===== src/rtl/align_pp_sched_if.sv =====
// Handshake and aligner-side signal bundle for align_pp_sched.
interface align_pp_sched_if #(
    parameter int unsigned PP_W    = 4,
    parameter int unsigned EXP_W   = 6,
    parameter int unsigned ALIGN_W = 15,
    parameter int unsigned ACC_W   = 17
);
    logic               in_valid;
    logic               in_ready;
    logic [PP_W-1:0]    in_denorm_pp;
    logic [EXP_W-1:0]   in_exp;

    logic [PP_W-1:0]    al_denorm_pp;
    logic [EXP_W-1:0]   al_exp;
    logic [EXP_W-1:0]   al_max_exp;
    logic [ALIGN_W-1:0] al_align_pp;

    logic               out_valid;
    logic               out_ready;
    logic [ACC_W-1:0]   out_sum;
    logic [EXP_W-1:0]   out_max_exp;
    logic               busy;

    // Sequencer view.
    modport slave (
        input  in_valid, in_denorm_pp, in_exp, al_align_pp, out_ready,
        output in_ready, al_denorm_pp, al_exp, al_max_exp,
               out_valid, out_sum, out_max_exp, busy
    );

    // Producer / consumer / aligner view.
    modport master (
        output in_valid, in_denorm_pp, in_exp, al_align_pp, out_ready,
        input  in_ready, al_denorm_pp, al_exp, al_max_exp,
               out_valid, out_sum, out_max_exp, busy
    );
endinterface


===== src/rtl/align_pp_sched.sv =====
// Time-shares one external combinational aligner across a group of N_PP
// partial products: LOAD collects the group and tracks its max exponent,
// ALIGN feeds one product per cycle and accumulates, DONE presents the sum.
module align_pp_sched #(
    parameter int unsigned N_PP    = 4,
    parameter int unsigned PP_W    = 4,
    parameter int unsigned EXP_W   = 6,
    parameter int unsigned ALIGN_W = 15,
    parameter int unsigned ACC_W   = ALIGN_W + $clog2(N_PP)
) (
    input  logic clk,
    input  logic rst_n,
    align_pp_sched_if.slave bus
);

    localparam int unsigned IDX_W = (N_PP > 1) ? $clog2(N_PP) : 1;
    localparam int unsigned EXT_W = ACC_W - ALIGN_W;
    localparam logic [IDX_W-1:0] LAST_IDX = IDX_W'(N_PP - 1);

    localparam logic [1:0] S_LOAD  = 2'd0;
    localparam logic [1:0] S_ALIGN = 2'd1;
    localparam logic [1:0] S_DONE  = 2'd2;

    logic [1:0]       state_q, state_d;
    logic [IDX_W-1:0] cnt_q, cnt_d;
    logic [IDX_W-1:0] idx_q, idx_d;
    logic [EXP_W-1:0] max_q, max_d;
    logic [ACC_W-1:0] acc_q, acc_d;
    logic             wr_en;

    logic [PP_W-1:0]  pp_buf  [N_PP];
    logic [EXP_W-1:0] exp_buf [N_PP];

    logic             in_ready_q, in_ready_d;
    logic             busy_q, busy_d;
    logic             out_valid_q, out_valid_d;
    logic [PP_W-1:0]  al_pp_q, al_pp_d;
    logic [EXP_W-1:0] al_exp_q, al_exp_d;
    logic [EXP_W-1:0] al_max_q, al_max_d;

    logic             accept;
    logic [ACC_W-1:0] align_ext;

    assign accept    = bus.in_valid && in_ready_q;
    assign align_ext = {{EXT_W{bus.al_align_pp[ALIGN_W-1]}}, bus.al_align_pp};

    // Next-state, datapath and registered-output decode.
    always_comb begin
        state_d     = state_q;
        cnt_d       = cnt_q;
        idx_d       = idx_q;
        max_d       = max_q;
        acc_d       = acc_q;
        wr_en       = 1'b0;
        in_ready_d  = 1'b0;
        busy_d      = 1'b0;
        out_valid_d = 1'b0;
        al_pp_d     = '0;
        al_exp_d    = '0;
        al_max_d    = '0;

        case (state_q)
            S_LOAD: begin
                if (accept) begin
                    wr_en = 1'b1;
                    // First entry of a group restarts the max search.
                    if ((cnt_q == '0) || (bus.in_exp > max_q)) begin
                        max_d = bus.in_exp;
                    end
                    if (cnt_q == LAST_IDX) begin
                        cnt_d   = '0;
                        idx_d   = '0;
                        acc_d   = '0;
                        state_d = S_ALIGN;
                    end else begin
                        cnt_d = cnt_q + 1'b1;
                    end
                end
            end
            S_ALIGN: begin
                acc_d = acc_q + align_ext;
                if (idx_q == LAST_IDX) begin
                    idx_d   = '0;
                    state_d = S_DONE;
                end else begin
                    idx_d = idx_q + 1'b1;
                end
            end
            S_DONE: begin
                if (out_valid_q && bus.out_ready) begin
                    state_d = S_LOAD;
                end
            end
            default: begin
                state_d = S_LOAD;
            end
        endcase

        in_ready_d  = (state_d == S_LOAD);
        busy_d      = (state_d == S_ALIGN) || (state_d == S_DONE);
        out_valid_d = (state_d == S_DONE);

        // Aligner sees a zero product (so returns 0) whenever not aligning.
        al_exp_d = max_d;
        al_max_d = max_d;
        if (state_d == S_ALIGN) begin
            al_pp_d  = pp_buf[idx_d];
            al_exp_d = exp_buf[idx_d];
        end
    end

    // State, counters, max exponent and accumulator.
    always_ff @(posedge clk or negedge rst_n) begin
        if (!rst_n) begin
            state_q <= S_LOAD;
            cnt_q   <= '0;
            idx_q   <= '0;
            max_q   <= '0;
            acc_q   <= '0;
        end else begin
            state_q <= state_d;
            cnt_q   <= cnt_d;
            idx_q   <= idx_d;
            max_q   <= max_d;
            acc_q   <= acc_d;
        end
    end

    // Group buffer, written at the load count on each accepted input.
    always_ff @(posedge clk or negedge rst_n) begin
        if (!rst_n) begin
            for (int i = 0; i < int'(N_PP); i++) begin
                pp_buf[i]  <= '0;
                exp_buf[i] <= '0;
            end
        end else if (wr_en) begin
            pp_buf[cnt_q]  <= bus.in_denorm_pp;
            exp_buf[cnt_q] <= bus.in_exp;
        end
    end

    // Registered handshake and aligner-drive outputs.
    always_ff @(posedge clk or negedge rst_n) begin
        if (!rst_n) begin
            in_ready_q  <= 1'b1;
            busy_q      <= 1'b0;
            out_valid_q <= 1'b0;
            al_pp_q     <= '0;
            al_exp_q    <= '0;
            al_max_q    <= '0;
        end else begin
            in_ready_q  <= in_ready_d;
            busy_q      <= busy_d;
            out_valid_q <= out_valid_d;
            al_pp_q     <= al_pp_d;
            al_exp_q    <= al_exp_d;
            al_max_q    <= al_max_d;
        end
    end

    assign bus.in_ready     = in_ready_q;
    assign bus.busy         = busy_q;
    assign bus.out_valid    = out_valid_q;
    assign bus.out_sum      = acc_q;
    assign bus.out_max_exp  = max_q;
    assign bus.al_denorm_pp = al_pp_q;
    assign bus.al_exp       = al_exp_q;
    assign bus.al_max_exp   = al_max_q;

endmodule

===== src/flat_wrapper.sv =====
// flat-port wrapper written by rule: the top's interface ports become plain ports
module align_pp_sched_flat 
#(
    parameter int unsigned N_PP    = 4,
    parameter int unsigned PP_W    = 4,
    parameter int unsigned EXP_W   = 6,
    parameter int unsigned ALIGN_W = 15,
    parameter int unsigned ACC_W   = ALIGN_W + $clog2(N_PP)
)
  (clk, rst_n, bus_in_valid, bus_in_denorm_pp, bus_in_exp, bus_al_align_pp, bus_out_ready, bus_in_ready, bus_al_denorm_pp, bus_al_exp, bus_al_max_exp, bus_out_valid, bus_out_sum, bus_out_max_exp, bus_busy);
  align_pp_sched_if #(.PP_W(PP_W), .EXP_W(EXP_W), .ALIGN_W(ALIGN_W), .ACC_W(ACC_W)) bus_i ();
  input  logic clk;
  input  logic rst_n;
  input wire logic [$bits(bus_i.in_valid)-1:0] bus_in_valid;
  input wire logic [$bits(bus_i.in_denorm_pp)-1:0] bus_in_denorm_pp;
  input wire logic [$bits(bus_i.in_exp)-1:0] bus_in_exp;
  input wire logic [$bits(bus_i.al_align_pp)-1:0] bus_al_align_pp;
  input wire logic [$bits(bus_i.out_ready)-1:0] bus_out_ready;
  output wire logic [$bits(bus_i.in_ready)-1:0] bus_in_ready;
  output wire logic [$bits(bus_i.al_denorm_pp)-1:0] bus_al_denorm_pp;
  output wire logic [$bits(bus_i.al_exp)-1:0] bus_al_exp;
  output wire logic [$bits(bus_i.al_max_exp)-1:0] bus_al_max_exp;
  output wire logic [$bits(bus_i.out_valid)-1:0] bus_out_valid;
  output wire logic [$bits(bus_i.out_sum)-1:0] bus_out_sum;
  output wire logic [$bits(bus_i.out_max_exp)-1:0] bus_out_max_exp;
  output wire logic [$bits(bus_i.busy)-1:0] bus_busy;
  assign bus_i.in_valid = bus_in_valid;
  assign bus_i.in_denorm_pp = bus_in_denorm_pp;
  assign bus_i.in_exp = bus_in_exp;
  assign bus_i.al_align_pp = bus_al_align_pp;
  assign bus_i.out_ready = bus_out_ready;
  assign bus_in_ready = bus_i.in_ready;
  assign bus_al_denorm_pp = bus_i.al_denorm_pp;
  assign bus_al_exp = bus_i.al_exp;
  assign bus_al_max_exp = bus_i.al_max_exp;
  assign bus_out_valid = bus_i.out_valid;
  assign bus_out_sum = bus_i.out_sum;
  assign bus_out_max_exp = bus_i.out_max_exp;
  assign bus_busy = bus_i.busy;
  align_pp_sched #(.N_PP(N_PP), .PP_W(PP_W), .EXP_W(EXP_W), .ALIGN_W(ALIGN_W), .ACC_W(ACC_W)) u_core (.clk(clk), .rst_n(rst_n), .bus(bus_i));
endmodule

===== config.mk =====
export PLATFORM = sky130hd
export DESIGN_NAME = align_pp_sched_flat
export DESIGN_NICKNAME = d
export VERILOG_FILES = /design/src/rtl/align_pp_sched_if.sv /design/src/rtl/align_pp_sched.sv /design/src/flat_wrapper.sv
export SDC_FILE = /design/constraint.sdc
export NUM_CORES = 1
export LEC_CHECK = 0
export ABC_AREA = 1
export BUFFER_PORTS_ARGS = -buffer_cell sky130_fd_sc_hd__buf_2
export CORE_MARGIN = 3
export CORE_UTILIZATION = 55
export DETAILED_ROUTE_END_ITERATION = 6
export GPL_TIMING_DRIVEN = 1
export PLACE_DENSITY = 0.79
export SLEW_MARGIN = 20
export SYNTH_ARGS = -nofsm -noshare
export SYNTH_HDL_FRONTEND = slang
export SYNTH_SLANG_ARGS = --single-unit

===== constraint.sdc =====
create_clock -name clk -period 4.62 [get_ports clk]
set_input_delay 0.231 -clock clk [delete_from_list [all_inputs] [get_ports clk]]
set_output_delay 0.231 -clock clk [all_outputs]
set_load 0.01 [all_outputs]

==> results.toml, run 1 <==
[run_status]
status = "finished clean"

[synthesis]
synth_edf_count = 0
synth_top_cells_by_count = "227 x nand2_1, 120 x inv_1, 81 x dfrtp_1, 67 x nand3_1, 49 x o21ai_0"
yosysMostFrequentCell = "nand2_1"
synth_cell_types = 28
synthTopCellsByArea = "dfrtp_1 41%, nand2_1 17%, inv_1 9.2%"
syn_area_mm2 = 0.00489
async_flop_share_pct = 100
yosys.area.top_type = "dfrtp_1"
syn_nets = 727
syn_avg_cell_area_um2 = 7.33
netlist_instances = 667
ys_seq_elements = 82
synth_seq_area_share_pct = 42.0
ys_warn_count = 0
synth_flop_cell = "dfrtp_1"
yosys.area.top_type_share_pct = 41.5

[grt]
grtUsageTotal_pct = 23.0
antenna_found_initial = 0
grt_pass1_wl_mm = 18.6
grt-ovfl-total = 0
grt_pass1_vias = 4209
grt_max_degree = 83

[die]
core_area_mm2 = 0.00842
die_y_um = 100
io_pins = 71
start_util_pct = 58.0
die_w_um = 100
dieArea_mm2 = 0.0101
fp-row-count = 33

[placed_design]
port_buffers = 70
dp_hpwl_mm = 8.02
gp_congestion = 0.856
dp_slack_ns = 2.26

[sta]
maxSlewViolCount = 0
hold_viol_final = 0
rsz0062_at_grt = "false"
finalWorstSetupSlack_ns = 2.22
fmax_mhz = 417
relSlewSlack_pct = 50.3
fin_tns_setup_ns = 0
layout_min_cycle_time_ns = 2.40
setup_viol = 0
worst_pin_slew_ns = 0.744
skew_ns = 0.0145
layout_worst_path_cycle_share_pct = 52.0

[pwr]
p_per_area_mw_per_mm2 = 730
p_leak_nw = 3.17
vdd_drop_max_mv = 0.374
total_power_w = 0.00399

[cells_and_area]
fin_nets = 788
syn2layout_area_growth_pct = 11.9
n_antenna_cell = 0
final_layout_size_suffix_gt1_share_pct = 13.6

[drt]
vias = 4343
drt-vias-per-instance = 5.18
wl_per_cell_um = 13.3
routed_wl_mm = 11.1
postRouteAntennaNets = 0
drc = 0
drt_iter0_drc = 245
drt_first_pass_iters = 5

[clocking]
cts_tree = "yes"
clk_pin_slew_ns = 0.08
clock_latency_ns = 0.35
numCtsBuffers = 9
clockBufferDepth = 2
clockRootBuffer = "clkbuf_8"
htree_levels = 3
postCtsSetupBuffers = 0
clock_sinks = 82
cts_resized = 0
cts_hold_buf = 0

[flow_run]
maxCapViolCount = 0

[setup_path]
worstReg2RegStart = "u_core.cnt_q[1]$_DFFE_PN0P_"
required_ns = 4.85
cp_data_arrival_time_ns = 2.63
r2r-end = "u_core.bus.al_exp[3]$_DFF_PN0_"
crit_path_end_kind = "flip-flop"
r2r_slack_ns = 2.22
startpoint_type = "flip-flop"
startpoint = "u_core.cnt_q[1]$_DFFE_PN0P_"
critPathKind = "reg2reg"
crit_fanout = 23
r2r_cells = 9

[worst_hold_path]
hold_start = "bus_in_denorm_pp[2]"
hp-class = "in2reg"
min_path_cells = 3
worstHoldEndpoint = "u_core.pp_buf[2]$_DFFE_PN0P_"
==> sequential cells by signal, indices dropped and copies added, names as in the netlist <==
register,count
u_core.exp_buf,24
u_core.bus.out_sum,17
u_core.pp_buf,16
u_core.bus.al_exp,6
u_core.bus.out_max_exp,6
u_core.bus.al_denorm_pp,4
u_core.cnt_q,2
u_core.idx_q,2
u_core.state_q,2
u_core.bus.busy,1
u_core.bus.in_ready,1
u_core.bus.out_valid,1
==> final cells by class <==
class / count / area, um^2
Fill cell: 746 / 2960
Multi-Input combinational cell: 438 / 2220
Sequential cell: 82 / 2050
Inverter: 125 / 469
Timing Repair Buffer: 72 / 383
Clock buffer: 12 / 155
Tap cell: 105 / 131
Clock inverter: 4 / 50.0
==> cell families after synthesis <==
| family | synth area share, % |
|---|---|
| compound gates | 7.86 |
| xor+xnor | 0.359 |
| fa+ha+maj | 8.09 |
| buf+inv | 12.5 |
| flops | 42.0 |
| simple gates | 29.2 |
==> power by group <==
part           total, W  internal, W  switching [W]
Sequential      0.00126      0.00107       0.000192
Combinational   0.00219     0.000774        0.00142
Clock          0.000536     0.000279       0.000257
Total           0.00399      0.00212        0.00187
==> critical path, cell delays in order (launching register included) <==
cell	delay [ns]
dfrtp_1	0.38
ha_1	0.18
nand3_1	0.12
nor2_4	0.40
a21oi_1	0.14
inv_1	0.11
ha_1	0.31
clkinv_1	0.37
nand3_1	0.19
nand2_1	0.08
==> cells in the final DEF (no fill, tap or decap), types with 2 or more instances in the layout <==
cell type,instances
nand2_1,227
inv_1,120
dfrtp_1,81
buf_2,69
nand3_1,67
o21ai_0,49
ha_1,30
a21oi_1,21
nor2_1,13
clkbuf_8,11
and2_1,6
nand3b_1,6
inv_2,4
nor3_1,4
nand2_2,3
nor2_4,2
nand3_4,2
xor2_1,2
clkinvlp_4,2
==> layer usage <==
| layer | GRT usage [%] | up-vias | wire length (um) |
|---|---|---|---|
| met3 | 3.89 | 22 | 559 |
| met2 | 40.9 | 121 | 5640 |
| met1 | 27.7 | 2028 | 4690 |
| met4 | 9.12 | 0 | 238 |
| li1 | - | 2172 | - |
| met5 | 0 | - | 0 |
==> worst max path at each step <==
| stage | cells after the start | slack (ns) | end |
|---|---|---|---|
| floorplan | 8 | 2.83 | u_core.bus.al_exp[0]$_DFF_PN0_ |
| global placement | 9 | 2.40 | u_core.bus.al_exp[5]$_DFF_PN0_ |
| detailed placement | 9 | 2.26 | u_core.bus.al_exp[2]$_DFF_PN0_ |
| CTS | 9 | 2.24 | u_core.bus.al_exp[0]$_DFF_PN0_ |
| global route | 9 | 1.96 | u_core.bus.al_exp[3]$_DFF_PN0_ |
| finish | 9 | 2.22 | u_core.bus.al_exp[3]$_DFF_PN0_ |
==> stage by stage <==
stage                     util (%)  instance area [um^2]  hold WS [ns]  instances
after detailed placement      62.1                  5230         0.471        820
after CTS                     64.5                  5440        0.0826        836
after global placement        62.1                  5230         0.463        820
after global routing          64.9                  5470         0.138        838
final                         64.9                  5470         0.125        838
after floorplan                  -                  4890       -0.0646        667
No activity file was read; power rests on OpenSTA's default activity.
==> run 2, diff against run 1 <==
- ABC_AREA: 1 -> 0
- CORE_UTILIZATION: 55 -> 51
- PLACE_DENSITY: 0.79 -> 0.78
- clock period: 4.62 -> 2.15 ns (I/O delays scaled with it)
==> run 2 against run 1 <==
Effect of this change: the run now ends with negative setup slack left; critical path depth grew 1; clock skew fell by 0.0045 ns; non-clock buffer count rose by 47; global-route usage shrank 2.1 points.
==> results.toml, run 2 <==
[cells_and_area]
fin_nets = 541
n_antenna_cell = 0
final_layout_size_suffix_gt1_share_pct = 44.9
n_fill_cell = 607
final_cell_mix = "81 x dfrtp_1, 69 x buf_2, 42 x mux2_2, 40 x buf_4, 37 x nand2_1"
final_common_cell = "dfrtp_1"
largest-register = "u_core.exp_buf"
largest_reg_flops = 24
syn2layout_area_growth_pct = 25.7

[clocking]
clock_sinks = 82
clock_latency_ns = 0.37
clk_pin_slew_ns = 0.10
numCtsBuffers = 9
clockRootBuffer = "clkbuf_8"
cts_tree = "yes"
htree_levels = 3
clockBufferDepth = 2

[flow_run]
maxCapViolCount = 0

[grt]
grt_pass1_wl_mm = 16.2
grtUsageTotal_pct = 20.9
grt_pass1_vias = 3386
grt-ovfl-total = 0
grt_max_degree = 43
antenna_found_initial = 0

[setup_path]
r2r-end = "u_core.bus.out_sum[14]$_DFFE_PN0P_"
critPathKind = "reg2reg"
r2r_slack_ns = -0.06
required_ns = 2.41
worstReg2RegStart = "u_core.bus.out_sum[0]$_DFFE_PN0P_"
cp_data_arrival_time_ns = 2.47
r2r_cells = 10
crit_fanout = 3
startpoint_type = "flip-flop"
crit_path_end_kind = "flip-flop"

[drt]
vias = 3299
drt_first_pass_iters = 4
wl_per_cell_um = 17.3
drc = 0
drt-vias-per-instance = 5.58
postRouteAntennaNets = 0
routed_wl_mm = 10.2
drt_iter0_drc = 103

[die]
core_area_mm2 = 0.00830
die_w_um = 98.8
dieArea_mm2 = 0.00976
die_y_um = 98.8
fp-row-count = 33
io_pins = 71
start_util_pct = 52.9

[synthesis]
yosys.area.top_type = "dfrtp_1"
synth_cell_types = 49
async_flop_share_pct = 100
synth_edf_count = 0
syn_area_mm2 = 0.00439
netlist_instances = 369
synth_flop_cell = "dfrtp_1"
synth_seq_area_share_pct = 46.7
syn_avg_cell_area_um2 = 11.9
ys_warn_count = 0
ys_seq_elements = 82
syn_nets = 429
synthTopCellsByArea = "dfrtp_1 46%, mux2_2 11%, ha_1 8.5%"
yosys.area.top_type_share_pct = 46.1
synth_top_cells_by_count = "81 x dfrtp_1, 44 x mux2_2, 37 x nand2_1, 30 x ha_1, 28 x o21ai_0"
yosysMostFrequentCell = "dfrtp_1"

[placed_design]
dp_hpwl_mm = 6.64
gp_congestion = 0.831
port_buffers = 70
dp_slack_ns = -0.138

[run_status]
status = "finished with violations"
violations = "negative setup slack"

[worst_hold_path]
min_path_cells = 2
hold_start = "bus_in_exp[0]"
hp-class = "in2reg"
worstHoldEndpoint = "u_core.bus.out_max_exp[0]$_DFF_PN0_"

[sta]
rsz0062_at_grt = "true"
fmax_mhz = 452
relSlewSlack_pct = 61.2
layout_min_cycle_time_ns = 2.21
setup_viol = 8
skew_ns = 0.00998
hold_viol_final = 0
worst_pin_slew_ns = 0.580
maxSlewViolCount = 0
finalWorstSetupSlack_ns = -0.0646
layout_worst_path_cycle_share_pct = 103

[pwr]
p_per_area_mw_per_mm2 = 1600
total_power_w = 0.00883
vdd_drop_max_mv = 0.744
p_leak_nw = 2.68
run 2: cell count changes in the layout (fill, tap and decap cells not counted), moves of 5 or more:
cell	before	now
mux2_2	0	42
a21oi_1	21	12
nand3_1	67	2
mux2_4	0	7
o21ai_0	49	23
mux4_2	0	9
buf_4	1	40
a21o_1	0	5
nand3b_1	6	1
ha_1	30	23
inv_1	120	14
nand2_1	227	37
a21oi_2	0	5
run 2: logic make-up after synthesis:
kind of cell               synth area share [%]
adders and majority gates                  9.00
xor gates and xnor gates                   1.79
muxes                                      19.0
and+or+nand+nor                            9.17
buffers and inverters                      4.19
DFF                                        46.7
AOI/OAI and AO/OA                          10.1
run 2: worst max path at each step:
stage                                              startpoint                                  to  slack (ns)
after floorplan                 u_core.bus.in_ready$_DFF_PN1_      u_core.bus.al_exp[5]$_DFF_PN0_       -0.03
after global placement      u_core.bus.out_sum[0]$_DFFE_PN0P_  u_core.bus.out_sum[16]$_DFFE_PN0P_       -0.04
after detailed placement  u_core.bus.out_max_exp[5]$_DFF_PN0_      u_core.bus.al_exp[5]$_DFF_PN0_       -0.14
after CTS                         u_core.cnt_q[1]$_DFFE_PN0P_      u_core.bus.al_exp[1]$_DFF_PN0_       -0.04
after global routing        u_core.bus.out_sum[0]$_DFFE_PN0P_  u_core.bus.out_sum[14]$_DFFE_PN0P_       -0.20
final                       u_core.bus.out_sum[0]$_DFFE_PN0P_  u_core.bus.out_sum[14]$_DFFE_PN0P_       -0.06
run 2: timing repair:
action | in CTS | in global routing
endpoints found under the setup margin | 12 | 16
buffers inserted | 9 | 8
hold buffers | 3 | 0
endpoints found under the hold margin | 42 | 0
resized for setup | 13 | 23
pin swaps | 9 | 11
run 2: cell type report:
cell class | count | area (um^2) | area share, %
clock buffers | 9 | 124 | 2.24
clock inverters | 7 | 76.3 | 1.38
inverters | 17 | 63.8 | 1.16
multi-input cells | 252 | 2290 | 41.5
flip-flops and latches | 82 | 2050 | 37.2
well taps | 105 | 131 | 2.38
repair buffers | 119 | 781 | 14.1
run 2: per-stage QoR:
step	cell area, um^2	cells	setup TNS, ns	hold slack (ns)	util (%)
global route	5520	591	-1.33	0.0000492	66.5
finish	5520	591	-0.218	0.0123	66.5
detailed placement	5040	555	-0.947	0.133	60.8
floorplan	4430	369	-0.0252	-0.188	-
CTS	5390	583	-0.184	0.00491	65.0
global placement	5040	555	-0.167	0.124	60.8
run 2: critical path, stage by stage, from the launching register on:
cell and delay, ns:
dfrtp_1 0.37, ha_2 0.21, inv_2 0.04, fa_2 0.34
nand2b_4 0.17, a211oi_4 0.22, buf_4 0.15, o211ai_1 0.12
a21oi_1 0.24, xnor2_1 0.16, o21ai_1 0.09
run 2: power by group:
group / leakage [nW] / internal [W] / total (W) / switching (W)
Combinational: 1.57 / 0.00263 / 0.00496 / 0.00233
Sequential: 1.00 / 0.00231 / 0.00274 / 0.000430
Clock: 0.103 / 0.000463 / 0.00112 / 0.000661
run 2: layer usage:
layer	track usage, %	vias to the layer above	routed length, um
met2	37.4	68	5400
met5	0	-	0
met1	25.6	1665	4270
li1	-	1547	-
met4	5.36	0	204
met3	4.60	19	337
==> run 3, diff against run 2 <==
- CTS_BUF_LIST: default -> sky130_fd_sc_hd__clkbuf_16
==> run 3 against run 2 <==
Effect of this change: the flow still finishes with violations (negative setup slack); fmax grew 1.1%; final area grew 1.8%; flip-flop and latch count is the same; utilization grew 1.2 points; die area is the same; clock skew shrank 0.0013 ns; worst setup slack gained 0.024 ns; clock-buffer cell count is the same; critical path depth is the same; routed wire length grew 0.34%; first-iteration DRC count shrank 3.9%; worst hold slack gained 0.024 ns; critical path type unchanged.
==> results.toml, run 3 (synthesis gave the netlist of run 2 again) <==
[sta]
layout_min_cycle_time_ns = 2.19
relSlewSlack_pct = 60.3
layout_worst_path_cycle_share_pct = 102
finalWorstSetupSlack_ns = -0.0404
setup_viol = 7
worst_pin_slew_ns = 0.594
rsz0062_at_grt = "true"
fin_tns_setup_ns = -0.191
fmax_mhz = 457
maxSlewViolCount = 0
hold_viol_final = 0
skew_ns = 0.00871

[grt]
grtUsageTotal_pct = 21.1
grt_max_degree = 43
grt-ovfl-total = 0
grt_pass1_wl_mm = 16.4
antenna_found_initial = 0
grt_pass1_vias = 3359

[setup_path]
crit_path_end_kind = "flip-flop"
startpoint_type = "flip-flop"
critPathKind = "reg2reg"
required_ns = 2.37
worstReg2RegStart = "u_core.bus.out_sum[0]$_DFFE_PN0P_"
cp_data_arrival_time_ns = 2.41
startpoint = "u_core.bus.out_sum[0]$_DFFE_PN0P_"
crit_fanout = 3

[die]
fp-row-count = 33
die_y_um = 98.8
dieArea_mm2 = 0.00976
die_w_um = 98.8
io_pins = 71
core_area_mm2 = 0.00830
start_util_pct = 52.9

[cells_and_area]
syn2layout_area_growth_pct = 27.9
largest_reg_flops = 24
largest-register = "u_core.exp_buf"
n_antenna_cell = 0
fin_nets = 539
final_layout_size_suffix_gt1_share_pct = 45.2
final_cell_mix = "81 x dfrtp_1, 69 x buf_2, 41 x mux2_2, 40 x buf_4, 37 x nand2_1"
final_common_cell = "dfrtp_1"
final_cell_area_mm2 = 0.00562

[clocking]
numCtsBuffers = 9
clock_latency_ns = 0.34
clock_sinks = 82
htree_levels = 3
clockRootBuffer = "clkbuf_16"
cts_tree = "yes"
clockBufferDepth = 2
clk_pin_slew_ns = 0.07

[drt]
drc = 0
wl_per_cell_um = 17.4
postRouteAntennaNets = 0
drt_first_pass_iters = 5
vias = 3307
routed_wl_mm = 10.2
drt-vias-per-instance = 5.61
drt_iter0_drc = 99

[worst_hold_path]
hold_start = "bus_in_denorm_pp[3]"
hp-class = "in2reg"

[placed_design]
place_area_mm2 = 0.00504
dp_hpwl_mm = 6.64
gp_congestion = 0.831
port_buffers = 70
dp_slack_ns = -0.138

[run_status]
status = "finished with violations"
violations = "negative setup slack"

[pwr]
p_leak_nw = 2.72
p_per_area_mw_per_mm2 = 1650
vdd_drop_max_mv = 0.898

[flow_run]
maxCapViolCount = 0
==> run 3: final timing paths <==
| path | end | slack [ns] | cells past startpoint |
|---|---|---|---|
| max | u_core.bus.out_sum[14]$_DFFE_PN0P_ | -0.04 | 10 |
| min | u_core.pp_buf[11]$_DFFE_PN0P_ | 0.04 | 2 |
| max reg2reg | u_core.bus.out_sum[14]$_DFFE_PN0P_ | -0.04 | 10 |
| min reg2reg | u_core.exp_buf[18]$_DFFE_PN0P_ | 0.49 | 2 |
| max in group asynchronous | u_core.exp_buf[13]$_DFFE_PN0P_ | 1.23 | 3 |
| min in group asynchronous | u_core.bus.out_sum[9]$_DFFE_PN0P_ | 0.29 | 2 |
==> run 3: routing by layer <==
layer,share of wire [%],up-vias,global-route usage [%]
met3,4.8,22,4.60
li1,-,1546,-
met1,41,1655,25.5
met4,2.3,0,7.25
met2,52,84,37.2
met5,0,-,0
==> run 3: layout make-up <==
cell class                      instances  area (um^2)
Clock buffer                            9          225
Clock inverter                          7         76.3
Fill cell                             584         2680
Inverter                               17         63.8
Multi-Input combinational cell        252         2310
Sequential cell                        82         2050
Tap cell                              105          131
Timing Repair Buffer                  117          761
==> run 3: what timing repair did <==
item | CTS | global route
hold endpoints to repair | 40 | 0
hold buffers | 1 | 0
resized for setup | 11 | 25
pin swaps | 9 | 11
setup endpoints to repair | 12 | 16
cloned | 0 | 0
buffers inserted | 7 | 10
==> run 3: where the power goes <==
group,leakage [nW],internal (W),switching [W]
sequential,1.00,0.00232,0.000453
combinational,1.56,0.00265,0.00232
clock,0.149,0.000827,0.000697
==> run 3: per-stage QoR <==
stage          utilization, %  power [W]  cells  hold WS [ns]
6_report                 67.7    0.00926    589        0.0360
5_1_grt                  67.7    0.00989    589        0.0381
4_1_cts                  65.6    0.00890    579        0.0333
3_5_place_dp             60.8    0.00713    555         0.133
3_3_place_gp             60.8    0.00694    555         0.124
2_1_floorplan               -    0.00577    369        -0.188
==> run 3: critical path, stage by stage, from the launching register on <==
cell and delay, ns:
dfrtp_1 0.36, ha_2 0.20, inv_2 0.04, fa_2 0.34, nand2b_4 0.16, a211oi_4 0.22, buf_4 0.15, o211ai_1 0.11
a21oi_1 0.24, xnor2_1 0.16, o21ai_1 0.09
